### src/rtl/mem_stage.sv
// Memory pipeline stage: issues one registered data-bus access per load/store and stalls until ack.
// Optional macro MEM_MISALIGN_TRAP_EN traps misaligned half/word accesses instead of issuing them.
module mem_stage (
  input  logic        clk_i,
  input  logic        reset_i,
  input  logic [4:0]  ex_rd_index_r,
  input  logic [31:0] ex_alu_res_r,
  input  logic [31:0] ex_mem_data_r,
  input  logic        ex_mem_rd_r,
  input  logic        ex_mem_wr_r,
  input  logic        ex_mem_signed_r,
  input  logic [1:0]  ex_mem_size_r,
  output logic [31:0] dbus_addr_o,
  output logic [31:0] dbus_wdata_o,
  output logic [3:0]  dbus_be_o,
  output logic        dbus_rd_o,
  output logic        dbus_wr_o,
  input  logic        dbus_ack_i,
  input  logic [31:0] dbus_rdata_i,
  output logic [4:0]  mem_rd_index_r,
  output logic [31:0] mem_rd_value_r,
  output logic        mem_stall_w,
  output logic        mem_err_r
);

  typedef enum logic [0:0] {StIdle, StBusy} state_e;

  state_e      r_state;
  logic [1:0]  r_lane;
  logic [1:0]  r_size;
  logic        r_signed;
  logic        r_is_load;
  logic [4:0]  r_idx;

  logic        w_is_mem;
  logic        w_trap;
  logic        w_start;
  logic [1:0]  w_a;
  logic [3:0]  w_be;
  logic [31:0] w_wdata;
  logic [7:0]  w_lane_byte;
  logic [15:0] w_lane_half;
  logic [31:0] w_load_val;

  assign w_is_mem = ex_mem_rd_r | ex_mem_wr_r;
  assign w_a      = ex_alu_res_r[1:0];

`ifdef MEM_MISALIGN_TRAP_EN
  logic w_misaligned;
  assign w_misaligned = ((ex_mem_size_r == 2'd1) & w_a[0]) |
                        (ex_mem_size_r[1] & (w_a != 2'b00));
  assign w_trap       = w_is_mem & w_misaligned;
`else
  assign w_trap    = 1'b0;
  assign mem_err_r = 1'b0;
`endif

  assign w_start     = (r_state == StIdle) & w_is_mem & ~w_trap;
  assign mem_stall_w = ~reset_i & (w_start | ((r_state == StBusy) & ~dbus_ack_i));

  always_comb begin
    case (ex_mem_size_r)
      2'd0: begin
        w_be    = 4'b0001 << w_a;
        w_wdata = {4{ex_mem_data_r[7:0]}};
      end
      2'd1: begin
        w_be    = 4'b0011 << {w_a[1], 1'b0};
        w_wdata = {2{ex_mem_data_r[15:0]}};
      end
      default: begin
        w_be    = 4'b1111;
        w_wdata = ex_mem_data_r;
      end
    endcase
  end

  assign w_lane_byte = dbus_rdata_i[{r_lane, 3'b000} +: 8];
  assign w_lane_half = dbus_rdata_i[{r_lane[1], 4'b0000} +: 16];

  always_comb begin
    case (r_size)
      2'd0:    w_load_val = {{24{r_signed & w_lane_byte[7]}}, w_lane_byte};
      2'd1:    w_load_val = {{16{r_signed & w_lane_half[15]}}, w_lane_half};
      default: w_load_val = dbus_rdata_i;
    endcase
  end

  always_ff @(posedge clk_i) begin
    if (reset_i) begin
      r_state        <= StIdle;
      r_lane         <= 2'b00;
      r_size         <= 2'b00;
      r_signed       <= 1'b0;
      r_is_load      <= 1'b0;
      r_idx          <= 5'd0;
      dbus_addr_o    <= 32'd0;
      dbus_wdata_o   <= 32'd0;
      dbus_be_o      <= 4'd0;
      dbus_rd_o      <= 1'b0;
      dbus_wr_o      <= 1'b0;
      mem_rd_index_r <= 5'd0;
      mem_rd_value_r <= 32'd0;
`ifdef MEM_MISALIGN_TRAP_EN
      mem_err_r      <= 1'b0;
`endif
    end else begin
`ifdef MEM_MISALIGN_TRAP_EN
      mem_err_r <= 1'b0;
`endif
      unique case (r_state)
        StIdle: begin
          if (w_start) begin
            r_state        <= StBusy;
            r_lane         <= w_a;
            r_size         <= ex_mem_size_r;
            r_signed       <= ex_mem_signed_r;
            r_is_load      <= ex_mem_rd_r;
            r_idx          <= ex_rd_index_r;
            dbus_addr_o    <= {ex_alu_res_r[31:2], 2'b00};
            dbus_be_o      <= w_be;
            dbus_wdata_o   <= w_wdata;
            // A simultaneous rd+wr request is a load; no write is issued.
            dbus_rd_o      <= ex_mem_rd_r;
            dbus_wr_o      <= ~ex_mem_rd_r;
            mem_rd_index_r <= 5'd0;
          end
`ifdef MEM_MISALIGN_TRAP_EN
          else if (w_trap) begin
            mem_err_r      <= 1'b1;
            mem_rd_index_r <= 5'd0;
          end
`endif
          else begin
            mem_rd_index_r <= ex_rd_index_r;
            mem_rd_value_r <= ex_alu_res_r;
          end
        end
        StBusy: begin
          if (dbus_ack_i) begin
            r_state   <= StIdle;
            dbus_rd_o <= 1'b0;
            dbus_wr_o <= 1'b0;
            if (r_is_load) begin
              mem_rd_index_r <= r_idx;
              mem_rd_value_r <= w_load_val;
            end else begin
              mem_rd_index_r <= 5'd0;
            end
          end else begin
            mem_rd_index_r <= 5'd0;
          end
        end
        default: r_state <= StIdle;
      endcase
    end
  end

endmodule
### config.mk
export PLATFORM = sky130hd
export DESIGN_NAME = mem_stage
export DESIGN_NICKNAME = d
export VERILOG_FILES = /design/src/rtl/mem_stage.sv
export SDC_FILE = /design/constraint.sdc
export NUM_CORES = 1
export LEC_CHECK = 0
export ABC_AREA = 1
export CELL_PAD_IN_SITES_DETAIL_PLACEMENT = 0
export CELL_PAD_IN_SITES_GLOBAL_PLACEMENT = 1
export CORE_ASPECT_RATIO = 0.75
export CORE_MARGIN = 2
export CORE_UTILIZATION = 32
export CTS_BUF_LIST = sky130_fd_sc_hd__clkbuf_4 sky130_fd_sc_hd__clkbuf_8 sky130_fd_sc_hd__clkbuf_16
export DETAILED_ROUTE_END_ITERATION = 8
export PLACE_DENSITY = 0.9
export SYNTH_ARGS = -nofsm -noshare
export SYNTH_HDL_FRONTEND = slang
export SYNTH_SLANG_ARGS = --single-unit
### constraint.sdc
create_clock -name clk_i -period 2 [get_ports clk_i]
set_input_delay 0.5 -clock clk_i [delete_from_list [all_inputs] [get_ports clk_i]]
set_output_delay 0.5 -clock clk_i [all_outputs]
set_load 0.03 [all_outputs]
# After elaboration in Yosys (flattened, before gate mapping)
# Cells that the tools add are included.
[op_classes] eq_ne=6 shift=4 muxes=19 bitwise=11 reduce_logical=5
[op_table] cell="32-bit case mux with 2 select lines" count=3
[op_table] cell="32-bit 2-to-1 mux" count=3
[op_table] cell="32-bit by 6-bit indexed part select with 16-bit output" count=1
[op_table] cell="32-bit by 6-bit indexed part select with 8-bit output" count=1
[op_table] cell="5-bit 2-to-1 mux" count=3
[op_table] cell="5-bit case mux with 2 select lines" count=1
[op_table] cell="4-bit case mux with 2 select lines" count=1
[op_table] cell="2-bit inequality test (second input constant)" count=3
[op_table] cell="1-bit case mux with 2 select lines" count=3
[op_table] cell="1-bit bitwise AND" count=5
[op_table] cell="1-bit 2-to-1 mux" count=5
[op_table] cell="2-bit by 1-bit == test with 1-bit output (second input constant)" count=2
[op_table] cell="2-bit zero test" count=2
[op_table] cell="1-bit NOT" count=4
[op_table] cell="2-bit AND reduction" count=2
[op_table] cell="1-bit by 2-bit << shifter with 4-bit output (first input constant)" count=1
[op_table] cell="2-bit by 2-bit << shifter with 4-bit output (first input constant)" count=1
[op_table] cell="3-bit AND reduction" count=1
[op_table] cell="2-bit by 1-bit inequality test with 1-bit output (second input constant)" count=1
[op_table] cell="1-bit bitwise OR" count=2
[totals] register_bits=117 inputBits=109 output_inout_bits=109 elab_cells=58

# Depth between registers and ports, before layout
[depth] ltp_word=6 depth_mapped=11 mapped_depth_nobuf=9

# Worst setup path after synthesis
# Ideal clock, no wire load.
[synth_timing] path_type="input port to output port" startpoint="in reset_i" endpoint="out mem_stall_w" t_arrival_ns=1.527 required_time_ns=1.500 slack_ns=-0.027 cell_stages=3 n_path_buf=2 cell_sequence="clkbuf_1 clkbuf_1 nor3_1"
[synth_between] elab_chain_cells=2
[synth_lines] item="start: declaration" line="5" source="input logic reset_i,"
[synth_lines] item="1-bit NOT" line="59" source="assign mem_stall_w = ~reset_i & (w_start | ((r_state == StBusy) & ~dbus_ack_i));"
[synth_lines] item="1-bit bitwise AND" line="59"
[synth_lines] item="end: declaration" line="22" source="output logic mem_stall_w,"
# No other way between the ends.

# Final worst setup path
[layout_timing] startpoint="reg dbus_addr_o[2]" endpoint="out dbus_addr_o[2]"
[layout_lines] item="start: declaration" line="13" source="output logic [31:0] dbus_addr_o,"
[layout_lines] item="start signal: assignment" line="120" source="dbus_addr_o <= {ex_alu_res_r[31:2], 2'b00};"
# No word-level cell between the ends.

==> metrics.md <==
| Metric | Value |
|---|---|
| First-iteration detailed-routing DRC count | `352` |
| Global-route wire length before repair | `30.1 mm` |
| Req. time, crit path | `1.50 ns` |
| CP delay by family, top | `buffers and inverters` |
| Fill cells | `1549` |
| Num CTS Buffers | `17` |
| Overall Global Routing Usage | `21.7%` |
| Pint | `0.00539 W` |
| Post-DRT Antenna Nets | `0` |
| CTS root buffer | `clkbuf_16` |
| Placed insts | `1184` |
| Hold crit path type | `in -> reg` |
| Run status | `complete, no violations` |
| Via density | `4.84` |
| Layout cells sized above 1 | `a little under an eighth` |
| DRC violations left | `0` |
| Setup violators final | `0` |
| Initial Utilization | `32.9%` |
| Port-buffer cells | `214` |
| Finished layout cell area | `between 8000 and 9000 um2` |
| Flops & latches, synth | `117` |
| Via count | `5892` |
| Pins Over Slew Limit | `0` |
| Initial antenna violation count | `0` |
| Worst path slowest cell | `clkdlybuf4s50_1` |
| Worst-path cell chain | `clkdlybuf4s50_1` |
| Leakage | `3.69 nW` |
| Diode count | `0` |
| Slew margin rel. | `between 50% and 60%` |
| CP Launch Type | `flop` |
| Area growth syn-to-layout | `61.4%` |
| Setup slack, reg-to-reg | `0.39 ns` |
| Syn Inst Count | `765` |
| Final worst-path cycle share | `a little over nine tenths` |
| Clock share of power | `39.7%` |
| DP HPWL | `14.1 mm` |
| # nets final | `1103` |
| Post-Route WL | `19.0 mm` |
| Register area share after synthesis | `about 44%` |
| Grt total ovfl | `0` |
| RSZ-0062 raised after global routing | `no` |
| Highest clock rate | `512 MHz` |
| Pwr dens | `905 nW/um2` |
| Core area | `16100 um2` |
| Via count of the first global-routing pass | `5581` |
| Least-Margin Pin Slew | `between 0.6 and 0.7 ns` |
| CP Max Fanout | `2` |
| CP bufs+invs | `1` |
| Top post-synthesis cells by area | `dfxtp_1 (44%), nand2_1 (12%), a21oi_1 (12%), o21ai_0 (6.7%), nor2_1 (6.5%)` |
| Worst VDD drop | `0.501 mV` |
| Worst Path Arrival | `1.45 ns` |
| Worst-Skew Late Latency | `0.42 ns` |
| Die ar. | `roughly 18000 um2` |
| Clk sinks | `117` |
| Number of max-cap violations | `0` |
| Hold WS | `0.409 ns` |
| Clock Skews | `0.00939 ns` |
| Final Power | `0.00772 W` |
| Die H | `115 um` |
| Largest net degree at the start of global routing | `46` |
| Largest stage delay on the critical path | `approximately 0.72 ns` |
| Cell taking the most area after synthesis | `dfxtp_1` |
| Critical Path End Type | `output port` |
| Psw | `0.00233 W` |
| Syn avg cell area | `6.91 um2` |
| H-Tree Depth | `4` |
| Worst-path clk slew | `0.06 ns` |
| Top-area cell type share of the netlist area | `between 40% and 50%` |
| Longest Clk Path Bufs | `2` |
| Cell area after synthesis | `approximately 5300 um2` |
| CTS tree | `yes` |
| Fin. Hold Viols | `0` |
| Synth unique cells | `27` |
| Commonest non-fill, non-tap cells in the layout | `clkdlybuf4s50_1 (203), nand2_1 (164), a21oi_1 (122)` |
| CP Class | `reg -> out` |
| Die W | `152 um` |
| Drt pass-1 iters | `5` |
| Layout Cells excl Fill | `1217` |
| Routability cong. | `0.853` |
| Leading cell type in the layout, fill and taps excluded | `clkdlybuf4s50_1` |
| Top-Level Pins | `218` |
| Comb power frac | `25.8%` |
| Crit path time final | `between 1.5 and 2 ns` |
| WL per Instance | `roughly 16 um` |
| Net Sw Frac | `30.2%` |
| Placed cell area | `slightly below 8000 um2` |
| Sequential share of power | `34.5%` |
| # rows | `40` |
| Ys Warns | `0` |
[per-layer routing]
layer | vias to the layer above | GRT usage [%] | share of wire, %
met5 | - | 0 | 0
met4 | 0 | 8.29 | 2.0
met3 | 27 | 5.62 | 7.1
met2 | 231 | 31.7 | 41
met1 | 2655 | 30.9 | 49
li1 | 2979 | - | -
[logic make-up (layout without fill, tap and decap cells)]
kind of cell           Yosys count  in the layout  share of synthesized area, %
other                            1              3                        0.0710
buffers and inverters          100            340                          8.20
AOI/OAI and AO/OA              239            239                          23.3
DFF                            117            117                          44.3
and+or+nand+nor                308            308                          24.1
[final cells by class]
class | count | area [um2] | area share (%)
timing repair buffer | 264 | 2640 | 30.9
multi-input combinational | 550 | 2520 | 29.6
sequential | 117 | 2340 | 27.5
clock buffer | 23 | 495 | 5.81
tap | 210 | 263 | 3.08
inverter | 44 | 165 | 1.94
clock inverter | 9 | 100 | 1.17
[stage by stage]
step                      utilization [%]  setup TNS (ns)  setup WS [ns]
final                                53.1               0         0.0474
after global routing                 53.1               0       0.000779
after CTS                            52.9        -0.00894       -0.00894
after detailed placement             49.2          -0.436        -0.0511
after global placement               49.2          -0.162        -0.0446
after floorplan                         -               0          0.212
[worst paths after layout]
check / from / end / cells past startpoint
hold / removal: reset_i / mem_rd_value_r[1]$_SDFFE_PP0P_ / 2
setup / recovery: dbus_addr_o[2]$_SDFFE_PP0P_ / dbus_addr_o[2] / 1
hold reg to reg: mem_rd_value_r[3]$_SDFFE_PP0P_ / mem_rd_value_r[3]$_SDFFE_PP0P_ / 2
setup reg to reg: r_size[1]$_SDFFE_PP0P_ / mem_rd_value_r[5]$_SDFFE_PP0P_ / 6
[flip-flops by register name, indices dropped and copies added, names as in the netlist]
signal,flops
dbus_wdata_o,32
mem_rd_value_r,32
dbus_addr_o,30
mem_rd_index_r,5
r_idx,5
dbus_be_o,4
r_lane,2
r_size,2
dbus_rd_o,1
dbus_wr_o,1
r_is_load,1
r_signed,1
r_state,1
[synthesized netlist by cell type, drive strengths merged]
library cell  number
nand2            169
a21oi            122
dfxtp            117
o21ai             96
nor2              95
inv               43
clkbuf            35
nand3             29
buf               21
or2               13
o22ai             11
a31oi              7
a211oi             2
nor3               2
clkinv             1
conb               1
o21a               1
[power by group through the flow]
stage | logic [W] | registers (W) | clock network (W)
floorplan | 0.000690 | 0.00307 | 0
global placement | 0.00198 | 0.00271 | 0
detailed placement | 0.00199 | 0.00271 | 0
CTS | 0.00199 | 0.00266 | 0.00313
global route | 0.00216 | 0.00269 | 0.00323
finish | 0.00199 | 0.00266 | 0.00307
[timing repair]
| item | CTS | global route |
|---|---|---|
| hold buffers | 0 | 0 |
| gates resized for setup | 3 | 7 |
| pin swaps | 0 | 2 |
| endpoints found under the hold margin | 0 | 0 |
| endpoints found under the setup margin | 3 | 6 |
| gates cloned | 0 | 0 |
| setup buffers | 0 | 1 |
Note: power is estimated with default switching activity, not from simulation.
==> patch 1, RTL diff (config.mk and constraints unchanged) <==
The option `MEM_MISALIGN_TRAP_EN` is turned on by a define.
--- a/src/rtl/mem_stage.sv
+++ b/src/rtl/mem_stage.sv
@@ -1,4 +1,6 @@
 // Memory pipeline stage: issues one registered data-bus access per load/store and stalls until ack.
 // Optional macro MEM_MISALIGN_TRAP_EN traps misaligned half/word accesses instead of issuing them.
+`define MEM_MISALIGN_TRAP_EN
+
 module mem_stage (
   input  logic        clk_i,
Formal check against the unedited RTL: not equivalent (a bounded check fails within 4 cycles, from zero or initial values and one cycle with reset_i high).
==> patch 1 against the original RTL <==
Synthesized cell count is 0.26% lower. Routed wire length is 0.44% higher. Worst setup slack worse by 0.012 ns. Total power is 2.8% lower. Synthesized area is 2.4% higher. Final area is 1.1% lower. Utilization is 2.5 points lower. Sequential cell count is 1 higher. Critical path type unchanged. Critical endpoint is now mem_rd_value_r[7]. Largest power group unchanged.
==> patch 1: results (changes against the original RTL) <==
timing:
  hold_ws_ns: 0.461  # +0.0527 ns
  finClkSkew_ns: 0.00663  # -0.00276 ns
  fin_crit_sh_pct: 98.2  # +0.60 points
  slew_headroom_pct: 66.1  # +8.9 points
run_status:
  outcome: "complete, no violations"
clocking:
  ctsRootBufferMaster: "clkbuf_16"
  worstSkewPairLatency_ns: 0.42  # about the same
global_routing:
  grt_pass1_wl_um: 29400  # -2.4%
  grt_use_met3_pct: 7.72  # +2.1 points
  grt_use_met2_pct: 30.5  # -1.1 points
  grt_max_degree: 57  # +24%
  met1_usage_pct: 29.1  # -1.7 points
  grtUsageTotal_pct: 21.0  # -0.77 points
  grt_pass1_vias: 5490  # -1.6%
power:
  clockPowerShare_pct: 38.8  # -0.9 points
  total_power_mw: 7.50  # -2.8%
  intPower_mw: 5.09  # -5.5%
  ir_drop_mv: 0.612  # +22%
  leakagePower_nw: 3.56  # -3.4%
placement:
  port_buffers: 215  # +0.47%
  place_worst_setup_slack_ns: -0.322  # -0.271 ns
  post-dp-hpwl_um: 13900  # -1.6%
  dp_cells: 1173  # -0.93%
  globalplace.congestion: 0.901  # +5.6%
  place_area_um2: 7840  # -0.89%
logic_synthesis:
  synthTopCellsByArea: "dfxtp_1 44%, a21oi_1 13%, nand2_1 12%"
  ys_types: 31  # +15%
  syn_area_per_cell_um2: 7.09  # +2.7%
  ys_seq_area_share_pct: 43.7  # -0.68 points
  synth_commonest_cells: "170 x nand2_1, 145 x a21oi_1, 118 x dfxtp_1"
  async_flop_share_pct: 0  # unchanged
cells_and_area:
  drive_gt1_share_pct: 10.9  # -0.53 points
  n_fill_cell: 1636  # +5.6%
  antenna_cells: 0  # unchanged
  postLayoutCoreUtil_pct: 50.6  # -2.5 points
  reg.largest.list: "dbus_wdata_o x32, mem_rd_value_r x32, dbus_addr_o x30"
  nNetsFinal: 1088  # -1.4%
detailed_routing:
  post_drt_via_cell_ratio: 4.87  # +0.50%
  wl_met1_um: 8960  # -4.3%
  top_layer: "met4"
  dr_total_vias: 5873  # -0.32%
  first_iter_violations: 388  # +10%
  wl_met2_um: 8140  # +3.5%
  dr.pass1.iters: 5  # unchanged
  met3WireLength_um: 1700  # +26%
  wl_um: 19000  # +0.44%
worst_hold_path:
  worstHoldPathType: "reg -> reg"
critical_path:
  r2r_setup_slack_ns: 0.40
  cp_slowest_cell: "clkdlybuf4s50_1"
[patch 1: cell count changes after synthesis, sizes merged, moves of 5 or more]
| cell | before | now |
|---|---|---|
| nor2 | 95 | 59 |
| o22ai | 11 | 1 |
| nand2 | 169 | 185 |
| nand3 | 29 | 49 |
| or2 | 13 | 1 |
| inv | 43 | 34 |
| buf | 21 | 31 |
| a21oi | 122 | 145 |
| clkbuf | 35 | 28 |
| o211ai | 0 | 5 |
[patch 1: worst paths after layout]
kind                          start                 end  cells after the start
setup / recovery  mem_rd_value_r[7]   mem_rd_value_r[7]                      1
hold / removal     dbus_wdata_o[17]    dbus_wdata_o[17]                      2
setup reg to reg          r_lane[1]  mem_rd_value_r[17]                      9
hold reg to reg    dbus_wdata_o[17]    dbus_wdata_o[17]                      2
[patch 1: worst min-delay path, delay by kind of cell, from the launching register on]
family	cells	cell delay (ns)
and+or+nand+nor	1	0.06
DFF	1	0.30
AOI/OAI and AO/OA	1	0.06
[patch 1: cell families after synthesis]
logic type      after synthesis  share of synthesized area (%)
other cells                   1                         0.0693
simple gates                295                           23.1
compound gates              255                           24.1
flops                       118                           43.7
buf+inv                      94                           9.07
[patch 1: what timing repair did]
| action | in CTS | in global routing |
|---|---|---|
| resized for setup | 10 | 9 |
| pin swaps | 5 | 1 |
| buffers inserted | 2 | 0 |
| setup endpoints to repair | 1 | 6 |
[patch 1: area by class of cell]
class                      instances  share of cell area (%)
clock inverter                    14                    1.51
timing repair buffer             255                    29.9
tap                              215                    3.19
multi-input combinational        552                    30.6
inverter                          35                    1.72
clock buffer                      18                    5.14
sequential                       118                    28.0
==> patch 2, RTL diff (same settings) <==
Made on the original files. Reset style: asynchronous (`reset_i`), changed in one clocked block.
--- a/src/rtl/mem_stage.sv
+++ b/src/rtl/mem_stage.sv
@@ -87,5 +87,5 @@
   end
 
-  always_ff @(posedge clk_i) begin
+  always_ff @(posedge clk_i or posedge reset_i) begin
     if (reset_i) begin
       r_state        <= StIdle;
Formal check against the unedited RTL: differs if reset_i is asserted again (counterexample within 4 cycles, from zero or initial values and one cycle with reset_i high); with reset_i held inactive, the same outputs for 4 cycles.
==> patch 2 against the original RTL <==
Routed wire length is 0.90% higher. Non-clock buffer count down 19. Cell count down 2.4%. Worst setup slack worse by 0.014 ns. Maximum frequency down 0.71%. Sequential cell count stayed put. Synthesized area is 6.2% higher. Via count down 3.7%. Final area is 3.9% higher. Register-to-register slack worse by 0.02 ns.
Power is not compared: it rests on default switching activity, and its combinational part moved more than twofold at a synthesized area within 25%.
==> patch 2: results (changes against the original RTL) <==
power:
  intPower_mw: 6.71
  pg_comb_mw: 4.06
  sequentialPowerShare_pct: 31.4
  ir_drop_mv: 0.684
logic_synthesis:
  synthFlopType: "dfrtp_1"
  syn_inst: 717  # -6.3%
  synth-compound-area-share_pct: 17.1  # -6.2 points
  yosys_warnings: 0  # unchanged
  synth_commonest_cells: "217 x nand2_1, 117 x dfrtp_1, 107 x a21oi_1"
  ys_types: 27  # unchanged
  ys_seq_area_share_pct: 52.2  # +7.9 points
  synthTopCellsByArea: "dfrtp_1 52%, nand2_1 15%, a21oi_1 9.5%"
  async_flop_share_pct: 100  # +100 points
clocking:
  htree_num_levels: 4  # unchanged
  post-cts-setup-buffers: 0  # unchanged
  clockBufferDepth: 2  # unchanged
run_status:
  outcome: "complete, no violations"
cells_and_area:
  drive_gt1_share_pct: 9.14  # -2.3 points
  reg.largest.list: "dbus_wdata_o x32, mem_rd_value_r x32, dbus_addr_o x30"
  nNetsFinal: 1048  # -5.0%
global_routing:
  grt_max_degree: 84  # +83%
  grt_pass1_wl_um: 30600  # +1.7%
  grtUsageTotal_pct: 21.3  # -0.45 points
  grt_pass1_vias: 5635  # +0.97%
placement:
  dp_cells: 1156  # -2.4%
  place_worst_setup_slack_ns: 0.00180  # +0.0529 ns
  globalplace.congestion: 0.816  # -4.3%
  post-dp-hpwl_um: 13800  # -2.1%
  place_area_um2: 8160  # +3.2%
timing:
  worst_slew_pin_slew_ns: 0.599  # -0.0415 ns
  finClkSkew_ns: 0.0105  # +0.00111 ns
detailed_routing:
  dr.pass1.iters: 6  # +1
  first_iter_violations: 412  # +17%
  wl_um: 19100  # +0.90%
  drt-wirelength-per-cell_um: 16.1  # +3.4%
  post_drt_via_cell_ratio: 4.78  # -1.3%
critical_path:
  arrival_ns: 1.47  # +0.02 ns
  cp_slowest_stage_delay_ns: 0.70  # -0.02 ns
worst_hold_path:
  worstHoldPathType: "reg -> reg"
[patch 2: cell types whose count changed after synthesis, moves of 24 or more]
cell | unedited run | this run
nand2_1 | 166 | 217
dfxtp_1 | 117 | 0
o21ai_1 | 25 | 1
dfrtp_1 | 0 | 117
nor2_1 | 92 | 51
clkbuf_1 | 35 | 11
[patch 2: kinds of logic (layout without fill, tap and decap cells)]
logic type	count (synthesis)	in the layout
AOI/OAI and AO/OA	187	187
DFF	117	117
and+or+nand+nor	314	314
buffers and inverters	98	331
other	1	3
[patch 2: layout make-up]
type | count | area, um^2
clock buffers | 19 | 453
clock inverters | 13 | 180
fillers | 1631 | 8120
inverters | 54 | 214
multi-input cells | 504 | 2250
flip-flops and latches | 117 | 2930
well taps | 236 | 295
repair buffers | 245 | 2530
[patch 2: routing by layer]
layer	share of wire, %	vias up	wire length, um	GRT usage [%]
met3	9.2	13	1760	7.26
met2	44	233	8380	31.8
met4	0.87	0	167	5.22
met5	0	-	0	0
li1	-	2766	-	-
met1	46	2663	8820	29.5
[patch 2: repair_timing]
action / in CTS / in global routing
hold buffers: 0 / 0
gates resized for setup: 14 / 33
endpoints found under the setup margin: 14 / 32
[patch 2: final timing paths]
kind,start,endpoint,slack [ns],cells past startpoint
worst max-delay path,mem_rd_value_r[11],mem_rd_value_r[11],0.03,1
worst min-delay path,dbus_addr_o[15],dbus_addr_o[15],0.48,2
worst max register to register,r_size[0],mem_rd_value_r[0],0.37,7
worst min register to register,dbus_addr_o[15],dbus_addr_o[15],0.48,2
max in group asynchronous,reset_i,mem_rd_value_r[13],0.87,4
min in group asynchronous,reset_i,r_idx[3],0.50,3
